==> config.mk <==
export PLATFORM = sky130hd
export DESIGN_NAME = dmem_reader
export DESIGN_NICKNAME = d
export VERILOG_FILES = /design/src/rtl/dmem_reader.sv
export SDC_FILE = /design/constraint.sdc
export NUM_CORES = 1
export LEC_CHECK = 0
export ABC_AREA = 0
export BUFFER_PORTS_ARGS = -buffer_cell sky130_fd_sc_hd__buf_2
export CORE_UTILIZATION = 60
export DETAILED_ROUTE_END_ITERATION = 16
export GPL_TIMING_DRIVEN = 0
export PLACE_DENSITY = 0.83
export SLEW_MARGIN = 10
export SYNTH_ARGS = -nofsm -noshare
export SYNTH_HDL_FRONTEND = slang
export SYNTH_SLANG_ARGS = --single-unit
==> constraint.sdc <==
create_clock -name clk -period 4.3 [get_ports clk]
set_input_delay 0.43 -clock clk [delete_from_list [all_inputs] [get_ports clk]]
set_output_delay 0.43 -clock clk [all_outputs]
set_load 0.01 [all_outputs]
==> src/rtl/dmem_reader.sv <==
// Block reader: streams up to 16 consecutive data-memory words through a small output FIFO.
// Optional running checksum is enabled with the macro DMEM_READER_CHECKSUM_EN.
module dmem_reader #(
    parameter int ADDR_W     = 12,
    parameter int DATA_W     = 12,
    parameter int FIFO_DEPTH = 4
) (
    input  logic              clk,
    input  logic              rst,
    input  logic              start,
    input  logic [ADDR_W-1:0] base_addr,
    input  logic [4:0]        num_words,
    output logic [ADDR_W-1:0] mem_addr,
    output logic              mem_rd_en,
    input  logic [DATA_W-1:0] mem_rdata,
    output logic [DATA_W-1:0] out_data,
    output logic              out_valid,
    input  logic              out_ready,
    output logic              busy,
    output logic              done,
    output logic [15:0]       checksum
);

    localparam int PTR_W = $clog2(FIFO_DEPTH);
    localparam int CNT_W = PTR_W + 1;

    typedef enum logic [1:0] {IDLE, FETCH, DRAIN, DONE} state_t;

    state_t            state_q;
    logic [ADDR_W-1:0] addr_q;
    logic              rd_en_q;
    logic              rvld_q;
    logic              busy_q;
    logic              done_q;
    logic [4:0]        nwords_q;
    logic [4:0]        issued_q;

    logic [DATA_W-1:0] fifo_q [FIFO_DEPTH];
    logic [PTR_W-1:0]  wptr_q;
    logic [PTR_W-1:0]  rptr_q;
    logic [CNT_W-1:0]  count_q;

    logic [4:0]        n_clip;
    logic              accept;
    logic              issue;
    logic              push;
    logic              pop;
    logic              drain_empty;
    logic [CNT_W:0]    pending;

    assign n_clip  = (num_words > 5'd16) ? 5'd16 : num_words;
    assign accept  = (state_q == IDLE) && start;

    // Buffered words plus both reads still in the memory pipeline must leave room for one more.
    assign pending = {1'b0, count_q} + {{CNT_W{1'b0}}, rd_en_q} + {{CNT_W{1'b0}}, rvld_q};
    assign issue   = (accept && (n_clip != 5'd0)) ||
                     ((state_q == FETCH) && (issued_q != nwords_q) &&
                      (pending < (CNT_W+1)'(FIFO_DEPTH)));

    assign push        = rvld_q;
    assign out_valid   = (count_q != '0);
    assign pop         = out_valid && out_ready;
    assign out_data    = out_valid ? fifo_q[rptr_q] : '0;
    assign drain_empty = !rvld_q && ((count_q == '0) || ((count_q == CNT_W'(1)) && pop));

    assign mem_addr  = addr_q;
    assign mem_rd_en = rd_en_q;
    assign busy      = busy_q;
    assign done      = done_q;

    always_ff @(posedge clk) begin
        if (rst) begin
            state_q  <= IDLE;
            addr_q   <= '0;
            rd_en_q  <= 1'b0;
            rvld_q   <= 1'b0;
            nwords_q <= '0;
            issued_q <= '0;
            busy_q   <= 1'b0;
            done_q   <= 1'b0;
        end else begin
            rd_en_q <= issue;
            rvld_q  <= rd_en_q;
            if (issue) begin
                addr_q   <= accept ? base_addr : addr_q + ADDR_W'(1);
                issued_q <= accept ? 5'd1 : issued_q + 5'd1;
            end
            case (state_q)
                IDLE: begin
                    if (start) begin
                        nwords_q <= n_clip;
                        busy_q   <= 1'b1;
                        if (n_clip == 5'd0) begin
                            state_q <= DONE;
                            done_q  <= 1'b1;
                        end else begin
                            state_q <= FETCH;
                        end
                    end
                end
                FETCH: begin
                    if (issued_q == nwords_q) state_q <= DRAIN;
                end
                DRAIN: begin
                    if (drain_empty) begin
                        state_q <= DONE;
                        done_q  <= 1'b1;
                    end
                end
                DONE: begin
                    state_q <= IDLE;
                    busy_q  <= 1'b0;
                    done_q  <= 1'b0;
                end
                default: state_q <= IDLE;
            endcase
        end
    end

    always_ff @(posedge clk) begin
        if (rst) begin
            wptr_q  <= '0;
            rptr_q  <= '0;
            count_q <= '0;
        end else begin
            if (push) wptr_q <= wptr_q + PTR_W'(1);
            if (pop)  rptr_q <= rptr_q + PTR_W'(1);
            case ({push, pop})
                2'b10:   count_q <= count_q + CNT_W'(1);
                2'b01:   count_q <= count_q - CNT_W'(1);
                default: count_q <= count_q;
            endcase
        end
    end

    always_ff @(posedge clk) begin
        if (push) fifo_q[wptr_q] <= mem_rdata;
    end

`ifdef DMEM_READER_CHECKSUM_EN
    logic [15:0] csum_q;

    always_ff @(posedge clk) begin
        if (rst) begin
            csum_q <= '0;
        end else if (accept) begin
            csum_q <= '0;
        end else if (pop) begin
            csum_q <= csum_q + 16'(out_data);
        end
    end

    assign checksum = csum_q;
`else
    assign checksum = '0;
`endif

endmodule

==> results.ini <==
[timing]
period_share=0.554
hold_violations=0
slew-limit-headroom=0.526
holdWs_ns=0.290
drv_slew=0
setup_slack_ns=1.92
worstMarginPinSlew_ns=0.711
rsz0062_at_grt=no
maxClockFrequency_ghz=0.420
skew_ns=0.0140
setup_tns_ns=0
min_period_ns=2.38
finalSetupViolCount=0

[worst_setup_path]
cp_common_cell=buf_2
cp.arrival_ns=1.95
cpPeakStageDelay_ns=0.56
required_ns=3.87
crit_chain=buf_2 -> mux4_2 -> and2_1 -> buf_2
cp.buffers_inverters=2
cp_top_family=multiplexers
critical-path-slowest-cell=mux4_2
r2r_setup_slack_ns=2.00
r2r_start=state_q[0]$_SDFFE_PP0P_
critPathCaptureType=primary output
path_max_fanout=10
r2r_cells=8
timing.rr.end=issued_q[4]$_SDFFE_PP0P_
timing_worst_setup_path_type=reg2out
worstSetupStartpointType=flip-flop

[global_route]
grt_overflow=0
grt_pass1_wl_microns=14800
grt_max_degree=16
grt_pass1_vias=3042
antenna_found_initial=0
grt_usage=0.269

[drt]
dr.pass1.iters=5
ant_nets=0
wl_per_cell_microns=17.1
wl_microns=9070
drc=0
drtIter0Drc=249
vias=3132
vias_per_cell=5.91

[placement]
gp_routability_congestion=0.941
hpwl_microns=6480
post-place-ws_ns=2.09
portBuffers=60

[min_path]
holdPathEnd=fifo_q[0][6]$_DFFE_PP_
min_path_cells=1
hp-start=mem_rdata[6]
hold_class=in2reg

[status]
status=completed

[clocking]
h-tree-depth=3
cts_buffer_depth=2
holdBufCountCts=0
cts_setup_buffers=0
cts_resized=0
cts_tree=built
cts_buffers=9
cts-root-buf=clkbuf_8
clk_pin_slew_ns=0.09
clock_latency_ns=0.36
cts.sinks=85

[synthesis]
yosysUniqueCellTypes=54
async_reset_ff_frac=0
ys_seq_area_frac=0.525
synth_cells=362
synth_top_area_share=0.347
synth_area_leader_cell=edfxtp_1
netlist_top_cells_count=edfxtp_1 (48), dfxtp_1 (37), nand2_1 (23), nor2_1 (22), a21oi_1 (21)
yosysMostFrequentCell=edfxtp_1
ys_warn_count=0
synthesis.area_sq_um=4150
ys_seq_elements=85
synth_edf_count=48
synth.area.top_cells=edfxtp_1 (35%), dfxtp_1 (18%), mux4_2 (6.5%), ha_1 (4.8%), buf_4 (3.1%)
avgSynthCellArea_sq_um=11.5
synth_flop_cell=edfxtp_1

[floorplanning]
fp-row-count=29
die_y_microns=85.2
initial_core_util=0.636
io_pins=77
die_w_microns=85.2
die-area_sq_um=7260
core_region_area_sq_um=6530

[run]
cap_violations=0

[cells_and_area]
antennaDiodeCount=0
multiInputGateArea_sq_um=1790
area_growth_pct=16.5
drive_above_1_share=0.256
nFillCells=463
seq_area_sq_um=2180
nNetsFinal=497

[power]
power.density_nw_per_um2=550
leakage_uw=0.00196
peakVddDrop_mv=0.327

## registers in the layout, summed over array words and instances (netlist names), named ones only
signal	cells
busy	1
count_q	3
done	1
fifo_q	48
issued_q	5
mem_addr	12
mem_rd_en	1
nwords_q	5
push	1
rptr_q	2
state_q	2
wptr_q	2
## how the worst max path moves through the flow
stage,slack (ns),start,endpoint,depth (start not counted)
final,1.92,flip-flop,out_data[1],4
after CTS,1.87,flip-flop,out_data[1],4
after detailed placement,2.09,state_q[0]$_SDFFE_PP0P_,issued_q[3]$_SDFFE_PP0P_,8
after floorplan,2.45,state_q[0]$_SDFFE_PP0P_,issued_q[4]$_SDFFE_PP0P_,8
after global placement,2.13,state_q[1]$_SDFFE_PP0P_,issued_q[3]$_SDFFE_PP0P_,8
after global routing,1.76,count_q[0]$_SDFFE_PP0P_,out_data[5],6
## placed cells by master (no fill, tap or decap), drive strengths merged, types with 12 or more instances in the layout
cell | netlist | layout
edfxtp | 48 | 48
inv | 10 | 13
buf | 26 | 86
conb | 1 | 16
a21oi | 22 | 22
dfxtp | 37 | 37
clkbuf | 8 | 18
nand3 | 19 | 19
nand2 | 23 | 23
mux4 | 12 | 12
nor2 | 23 | 23
and2 | 18 | 18
ha | 16 | 16
## cells by family (layout without fill, tap and decap cells)
family,count (synthesis),count (layout),share of synthesized area
compound gates,68,68,0.113
xor+xnor,12,12,0.0253
fa+ha+maj,16,16,0.0482
buf+inv,44,120,0.0569
flops,85,85,0.525
mux,17,17,0.0771
other cells,1,16,0.000903
simple gates,119,119,0.153
## power by group
group / switching, uW / total, uW / internal, uW
clock: 297 / 646 / 349
sequential: 107 / 1070 / 965
combinational: 544 / 940 / 396
total: 948 / 2660 / 1710
## layer usage
layer,GRT usage,wire (microns),vias to the layer above
met5,0,0,-
met4,0.119,162,0
met3,0.0457,649,22
met2,0.450,4490,148
met1,0.345,3770,1474
li1,-,-,1488
## worst reg2reg max path, cell delays in order (launching register included)
cell and delay, ns:
dfxtp_1 0.37, inv_1 0.09, ha_1 0.20, buf_2 0.17, nand2_1 0.20, buf_1 0.40, buf_1 0.44, o211ai_1 0.16
a31oi_1 0.19
## metrics by stage
stage | util | instances | area [sq um] | power, uW
after floorplan | - | 377 | 4210 | 1710
after global placement | 0.705 | 514 | 4610 | 1980
after detailed placement | 0.705 | 514 | 4610 | 2020
after CTS | 0.740 | 530 | 4840 | 2650
after global routing | 0.740 | 530 | 4840 | 2810
final | 0.740 | 530 | 4840 | 2660
## final cells by class
cell class / count / share of cell area
Sequential cell: 85 / 0.451
Clock buffer: 10 / 0.0285
Inverter: 10 / 0.00776
Timing Repair Buffer: 60 / 0.0621
Tap cell: 77 / 0.0199
Multi-Input combinational cell: 248 / 0.370
Clock inverter: 6 / 0.0191
Buffer: 34 / 0.0411
Power figures use the tool's default switching activity.
